===== config.mk =====
export PLATFORM = sky130hd
export DESIGN_NAME = lfsr_decrypt_flat
export DESIGN_NICKNAME = d
export VERILOG_FILES = /design/src/rtl/lfsr_decrypt_if.sv /design/src/rtl/lfsr_decrypt.sv /design/src/flat_wrapper.sv
export SDC_FILE = /design/constraint.sdc
export NUM_CORES = 1
export LEC_CHECK = 0
export CAP_MARGIN = 20
export CORE_ASPECT_RATIO = 1.1
export CORE_MARGIN = 1.5
export CORE_UTILIZATION = 40
export CTS_CLUSTER_SIZE = 24
export DETAILED_ROUTE_END_ITERATION = 6
export PLACE_DENSITY_LB_ADDON = 0.15
export SYNTH_ARGS = -nofsm -noshare
export SYNTH_HDL_FRONTEND = slang
export SYNTH_SLANG_ARGS = --single-unit

===== constraint.sdc =====
create_clock -name clk -period 4.95 [get_ports clk]
set_input_delay 0.99 -clock clk [delete_from_list [all_inputs] [get_ports clk]]
set_output_delay 0.99 -clock clk [all_outputs]
set_load 0.02 [all_outputs]

===== src/rtl/lfsr_decrypt_if.sv =====
// dat_mem read/write port bundle plus decrypt status, shared by lfsr_decrypt and its memory.
interface lfsr_decrypt_if;
    logic [7:0] raddr;
    logic [7:0] data_out;
    logic [7:0] waddr;
    logic [7:0] data_in;
    logic       write_en;
    logic [5:0] taps_found;
    logic       err;
    logic       done;

    modport master (
        output raddr, waddr, data_in, write_en, taps_found, err, done,
        input  data_out
    );

    modport slave (
        input  raddr, waddr, data_in, write_en, taps_found, err, done,
        output data_out
    );
endinterface


===== src/rtl/lfsr_decrypt.sv =====
// LFSR cipher decryptor: recovers start state and taps from the preamble, then writes plaintext.
// One dat_mem read per cycle, at most one write; done after 8 + preamble + MSG_LEN cycles, no backpressure.
module lfsr_decrypt #(
    parameter int ENC_BASE = 64,
    parameter int ENC_LEN  = 64,
    parameter int MSG_LEN  = 50,
    parameter int PRE_MIN  = 7
) (
    input  logic           clk,
    input  logic           init,
    lfsr_decrypt_if.master mem
);
    typedef enum logic [2:0] {RST, LOAD, SEARCH, SELECT, DECODE, PAD, DONE, FAIL} state_t;

    localparam logic [7:0] BASE     = 8'(ENC_BASE);
    localparam logic [8:0] ELEN     = 9'(ENC_LEN);
    localparam logic [7:0] MLEN     = 8'(MSG_LEN);
    localparam logic [8:0] PLAST    = 9'(PRE_MIN - 1);
    localparam logic [7:0] PREAMBLE = 8'h5F;
    localparam logic [7:0] PAD_CHAR = 8'h20;
    localparam logic [5:0] CAND [6] = '{6'h21, 6'h2D, 6'h30, 6'h33, 6'h36, 6'h39};

    state_t     state, state_nxt;
    logic [5:0] start, start_nxt;
    logic [5:0] lfsr [6];
    logic [5:0] lfsr_nxt [6];
    logic [5:0] adv [6];
    logic [5:0] match, match_nxt;
    logic [2:0] sel, sel_nxt;
    logic [5:0] taps, taps_nxt;
    logic [8:0] idx, idx_nxt;
    logic [7:0] wcnt, wcnt_nxt;
    logic [7:0] rd_addr, wr_addr, wr_dat, dec;
    logic       wr_en;

    always_comb begin
        for (int k = 0; k < 6; k++)
            adv[k] = {lfsr[k][4:0], ^(lfsr[k] & CAND[k])};
    end

    always_comb begin
        state_nxt = state;
        start_nxt = start;
        lfsr_nxt  = lfsr;
        match_nxt = match;
        sel_nxt   = sel;
        taps_nxt  = taps;
        idx_nxt   = idx;
        wcnt_nxt  = wcnt;
        rd_addr   = '0;
        wr_addr   = '0;
        wr_dat    = '0;
        wr_en     = 1'b0;
        dec       = mem.data_out ^ {2'b00, lfsr[sel]};
        case (state)
            RST: state_nxt = LOAD;
            LOAD: begin
                rd_addr   = BASE;
                start_nxt = mem.data_out[5:0] ^ 6'h1F;
                for (int k = 0; k < 6; k++)
                    lfsr_nxt[k] = start_nxt;
                match_nxt = '1;
                idx_nxt   = 9'd1;
                if (mem.data_out[7:6] != 2'b01)
                    state_nxt = FAIL;
                else if (PRE_MIN > 1)
                    state_nxt = SEARCH;
                else
                    state_nxt = SELECT;
            end
            SEARCH: begin
                rd_addr = BASE + idx[7:0];
                for (int k = 0; k < 6; k++) begin
                    lfsr_nxt[k] = adv[k];
                    if (mem.data_out != (PREAMBLE ^ {2'b00, adv[k]}))
                        match_nxt[k] = 1'b0;
                end
                idx_nxt = idx + 9'd1;
                if (idx == PLAST)
                    state_nxt = SELECT;
            end
            SELECT: begin
                // Walk downwards so the lowest surviving candidate wins.
                state_nxt = FAIL;
                for (int k = 5; k >= 0; k--) begin
                    if (match[k]) begin
                        sel_nxt   = 3'(k);
                        taps_nxt  = CAND[k];
                        state_nxt = DECODE;
                    end
                end
                for (int k = 0; k < 6; k++)
                    lfsr_nxt[k] = start;
                idx_nxt  = '0;
                wcnt_nxt = '0;
            end
            DECODE: begin
                rd_addr = BASE + idx[7:0];
                for (int k = 0; k < 6; k++)
                    lfsr_nxt[k] = adv[k];
                idx_nxt = idx + 9'd1;
                if (wcnt != 8'd0 || dec != PREAMBLE) begin
                    wr_en    = 1'b1;
                    wr_addr  = wcnt;
                    wr_dat   = dec;
                    wcnt_nxt = wcnt + 8'd1;
                end
                if (wcnt_nxt == MLEN)
                    state_nxt = DONE;
                else if (idx_nxt == ELEN)
                    state_nxt = PAD;
            end
            PAD: begin
                rd_addr  = BASE;
                wr_en    = 1'b1;
                wr_addr  = wcnt;
                wr_dat   = PAD_CHAR;
                wcnt_nxt = wcnt + 8'd1;
                if (wcnt_nxt == MLEN)
                    state_nxt = DONE;
            end
            DONE:    state_nxt = DONE;
            FAIL:    state_nxt = FAIL;
            default: state_nxt = RST;
        endcase
    end

    always_ff @(posedge clk) begin
        if (init) begin
            state <= RST;
            start <= '0;
            lfsr  <= '{default: '0};
            match <= '0;
            sel   <= '0;
            taps  <= '0;
            idx   <= '0;
            wcnt  <= '0;
        end else begin
            state <= state_nxt;
            start <= start_nxt;
            lfsr  <= lfsr_nxt;
            match <= match_nxt;
            sel   <= sel_nxt;
            taps  <= taps_nxt;
            idx   <= idx_nxt;
            wcnt  <= wcnt_nxt;
        end
    end

    // A reset arriving alongside a write must win, so the enable is gated here.
    assign mem.raddr      = rd_addr;
    assign mem.waddr      = wr_addr;
    assign mem.data_in    = wr_dat;
    assign mem.write_en   = wr_en & ~init;
    assign mem.taps_found = taps;
    assign mem.done       = (state == DONE) || (state == FAIL);
    assign mem.err        = (state == FAIL);
endmodule


===== src/flat_wrapper.sv =====
// flat-port wrapper written by rule: the top's interface ports become plain ports
module lfsr_decrypt_flat 
#(
    parameter int ENC_BASE = 64,
    parameter int ENC_LEN  = 64,
    parameter int MSG_LEN  = 50,
    parameter int PRE_MIN  = 7
)
  (clk, init, mem_raddr, mem_waddr, mem_data_in, mem_write_en, mem_taps_found, mem_err, mem_done, mem_data_out);
  lfsr_decrypt_if mem_i ();
  input  logic clk;
  input  logic init;
  output wire logic [$bits(mem_i.raddr)-1:0] mem_raddr;
  output wire logic [$bits(mem_i.waddr)-1:0] mem_waddr;
  output wire logic [$bits(mem_i.data_in)-1:0] mem_data_in;
  output wire logic [$bits(mem_i.write_en)-1:0] mem_write_en;
  output wire logic [$bits(mem_i.taps_found)-1:0] mem_taps_found;
  output wire logic [$bits(mem_i.err)-1:0] mem_err;
  output wire logic [$bits(mem_i.done)-1:0] mem_done;
  input wire logic [$bits(mem_i.data_out)-1:0] mem_data_out;
  assign mem_raddr = mem_i.raddr;
  assign mem_waddr = mem_i.waddr;
  assign mem_data_in = mem_i.data_in;
  assign mem_write_en = mem_i.write_en;
  assign mem_taps_found = mem_i.taps_found;
  assign mem_err = mem_i.err;
  assign mem_done = mem_i.done;
  assign mem_i.data_out = mem_data_out;
  lfsr_decrypt #(.ENC_BASE(ENC_BASE), .ENC_LEN(ENC_LEN), .MSG_LEN(MSG_LEN), .PRE_MIN(PRE_MIN)) u_core (.clk(clk), .init(init), .mem(mem_i));
endmodule

==> impl_summary.log <==
INFO  metric cp.required = 3960 ps
INFO  metric final_min_period_over_clock_period = 95.2%
INFO  metric ctsHtreeMaxLevel = 3
INFO  metric category_of_the_worst_setup_path_capture_point = output pin
INFO  metric clock_path_buffers = 2
INFO  metric critical_path_arrival = 3720 ps
INFO  metric synth_seq_cells = 77
INFO  metric dpl.hpwl = 9770 um
INFO  metric number_of_max_slew_violations_in_the_final_report = 0
INFO  metric main_combinational_cell_family_by_area_after_synthesis = simple AND/OR/NAND/NOR gates
INFO  metric finalWeightedCongestion = 0.876
INFO  metric synthCells = 611
INFO  metric timing.critical_path.fanout_max = 8
INFO  metric fin_crit = 4710 ps
INFO  metric setup_viol_count_final = 0
INFO  metric totalWireLength = 13700 um
INFO  metric syn_avg_cell_area = 7.77 um^2
INFO  metric maxCapViolCount = 0
INFO  metric actual_slew_at_the_worst_max_slew_pin = 812 ps
INFO  metric timing.setup.tns = 0 ps
INFO  metric grt_antenna_before_repair = 0
INFO  metric power.ir.vdd_worst = 190 uV
INFO  metric post-route-drc-count = 0
INFO  metric route.detailed.wl_per_inst = 17.2 um
INFO  metric tritoncts_clock_tree = yes
INFO  metric final_core_util = 48.8%
INFO  metric combinationalPowerShare = 46.3%
INFO  metric worst_slack = 239 ps
INFO  metric post_cts.repair.setup_buffers = 0
INFO  metric core.rowCount = 41
INFO  metric synthToLayoutAreaGrowth = 18.7%
INFO  metric die_height = 117 um
INFO  metric wire_length_of_the_first_global_routing_pass = 22200 um
INFO  metric slew_headroom = 45.8%
INFO  metric antenna_cells_inserted = 0
INFO  metric root_buffer = sky130_fd_sc_hd__clkbuf_16
INFO  metric post_synth_xor_area_fraction = 13.1%
INFO  metric gr-usage-all-layers = 22.8%
INFO  metric portion_of_netlist_area_occupied_by_mux_cells = 4.64%
INFO  metric initial_core_util = 41.1%
INFO  metric grt_start_max_net_pins = 75
INFO  metric synthesis.area = 4740 um^2
INFO  metric setup_crit_path_kind = primary input to output pin
INFO  metric synth_async_sr_flop_share = 0%
INFO  metric yosys_warnings = 0
INFO  metric synth_edf_count = 0
INFO  metric internal_dissipation = 0.00178 W
INFO  metric fin_area = 5630 um^2
INFO  metric drive_gt1_share = 6.97%
INFO  metric synth_ff_type = sky130_fd_sc_hd__dfxtp_1
INFO  metric highest_attainable_clock_frequency = 0.212 GHz
INFO  metric power.density = 565 nW/um^2
INFO  metric clock_latency = 340 ps
INFO  metric placed_cells = 780
INFO  metric cell_leakage_power = 2.01 nW
INFO  metric min-delay-path-class = register to register
INFO  metric outcome = completed
INFO  metric layout.nets = 662
INFO  metric net_switching_power_of_the_design = 0.00140 W
INFO  metric vias_after_detailed_routing = 4528
INFO  metric first_global_vias = 4172
INFO  metric clock_pin_slew_on_the_worst_setup_and_hold_paths = 60 ps
INFO  metric cts_resized = 0
INFO  metric netlist-cell-type-count = 55
INFO  metric cts-hold-fix-buffers = 0
INFO  metric detail-route-antenna-nets = 0
INFO  metric cts-buffers-inserted = 9
INFO  metric post_layout_nonfiller_instances = 796
INFO  metric placed_area = 5330 um^2
INFO  metric initialDrtViolationCount = 302
INFO  metric power.share.sequential = 32.6%
INFO  metric grt_overflow = 0
INFO  metric fin_worst_skew = 7.35 ps
INFO  metric core_area = 11500 um^2
INFO  metric synth_compound_area_share = 20.3%
INFO  metric ioPinCount = 43
INFO  metric clock_sinks = 77
INFO  metric die-width = 107 um
INFO  metric route.detailed.vias_per_inst = 5.69
INFO  metric post_synth_and_or_nand_nor_area_fraction = 22.0%
INFO  metric final_hold_viol_count = 0
INFO  metric grt_setup_unrepaired = no
INFO  metric power.switching_fraction = 43.9%
INFO  metric post_synth_fa_ha_maj_area_fraction = 2.64%
INFO  metric timing.critical_path.from_type = primary input
INFO  metric dpl_worst_slack = 265 ps
INFO  metric ys_seq_area_share = 32.5%
INFO  metric synth_nets = 631
INFO  metric buffers_added_on_ports = 42
INFO  metric clockPowerShare = 21.1%
INFO  metric dr_pass1_iterations = 5
INFO  metric die-area = 12500 um^2
routing by layer:
layer	global-route usage, %	share of wire [%]	vias up
met3	3.82	4.7	17
li1	-	-	2223
met5	0	0	-
met4	8.62	1.8	0
met2	38.0	47	121
met1	29.8	46	2167
cells in the final DEF, fill, tap and decap left out, types with 10 or more instances in the layout:
cell type	n
sky130_fd_sc_hd__a21oi_1	52
sky130_fd_sc_hd__nor3_1	20
sky130_fd_sc_hd__o21ai_0	22
sky130_fd_sc_hd__nor2_1	95
sky130_fd_sc_hd__xor2_1	33
sky130_fd_sc_hd__ha_1	10
sky130_fd_sc_hd__a211oi_1	26
sky130_fd_sc_hd__and3_1	17
sky130_fd_sc_hd__buf_4	17
sky130_fd_sc_hd__xnor2_1	37
sky130_fd_sc_hd__nand3_1	10
sky130_fd_sc_hd__a22oi_1	13
sky130_fd_sc_hd__inv_1	17
sky130_fd_sc_hd__nand2_1	51
sky130_fd_sc_hd__dfxtp_1	77
sky130_fd_sc_hd__mux2i_1	16
sky130_fd_sc_hd__clkdlybuf4s50_1	41
flip-flops by register name, summed over array words and instances (netlist names):
name,flops
u_core.wcnt,8
u_core.mem.taps_found,6
u_core.lfsr,6
u_core.match,6
u_core.start,6
u_core.state,3
u_core.adv,30
u_core.idx,9
u_core.sel,3
cell type report:
type | count | area (um^2)
fill | 1169 | 5910
multi-input combinational | 476 | 2990
sequential | 77 | 1540
timing repair buffer | 60 | 548
clock buffer | 11 | 253
tap | 150 | 188
inverter | 18 | 67.6
clock inverter | 4 | 47.5
critical path, stage by stage:
cell,delay (ps)
sky130_fd_sc_hd__clkdlybuf4s50_1,620
sky130_fd_sc_hd__xnor2_1,120
sky130_fd_sc_hd__a222oi_1,460
sky130_fd_sc_hd__nand2_1,160
sky130_fd_sc_hd__nor4_4,280
sky130_fd_sc_hd__buf_4,190
sky130_fd_sc_hd__a21o_1,280
sky130_fd_sc_hd__nor2_1,80
sky130_fd_sc_hd__clkdlybuf4s50_1,540
per-stage QoR:
step	hold slack [ps]	power, W
final	469	0.00318
after floorplan	471	0.00205
after global routing	515	0.00340
after global placement	446	0.00248
after CTS	481	0.00319
after detailed placement	467	0.00250
path summary, 6_finish.rpt:
path	start	end	slack (ps)	depth (start not counted)
worst min register to register	u_core.mem.taps_found[5]	u_core.mem.taps_found[5]	470	2
worst max register to register	u_core.sel[0]	u_core.wcnt[0]	1720	13
worst min-delay path	u_core.mem.taps_found[5]	u_core.mem.taps_found[5]	470	2
worst max-delay path	mem_data_out[2]	mem_waddr[1]	240	9
cells in the mapped netlist, drive strengths merged, types with 4 or more instances:
cell	instances	area [um^2]
a222oi	4	40.0
nand3	10	50.1
a31oi	4	25.0
nor2	96	360
a211oi	26	195
xor2	33	289
nand4	9	56.3
a21oi	52	260
ha	10	125
dfxtp	77	1540
o21ai	23	115
xnor2	38	333
nand2	51	191
and3	17	106
nor3	20	100
a22oi	13	97.6
mux2i	16	160
buf	9	43.8
o41ai	4	35.0
inv	17	63.8
clkbuf	31	116
nor4	10	77.6
power groups by stage:
stage / clock (W) / sequential [W] / combinational (W)
after CTS: 0.000683 / 0.00103 / 0.00148
final: 0.000670 / 0.00104 / 0.00147
after global placement: 0 / 0.00104 / 0.00144
after floorplan: 0 / 0.000940 / 0.00111
after detailed placement: 0 / 0.00104 / 0.00146
after global routing: 0.000703 / 0.00106 / 0.00164
kinds of logic (layout without fill, tap and decap cells):
logic type | Yosys count | count (layout)
AOI/OAI and AO/OA | 148 | 148
and+or+nand+nor | 227 | 227
DFF | 77 | 77
adders and majority gates | 10 | 10
buffers and inverters | 58 | 93
xor gates and xnor gates | 71 | 71
muxes | 20 | 20
(Power assumes the default switching activity.)
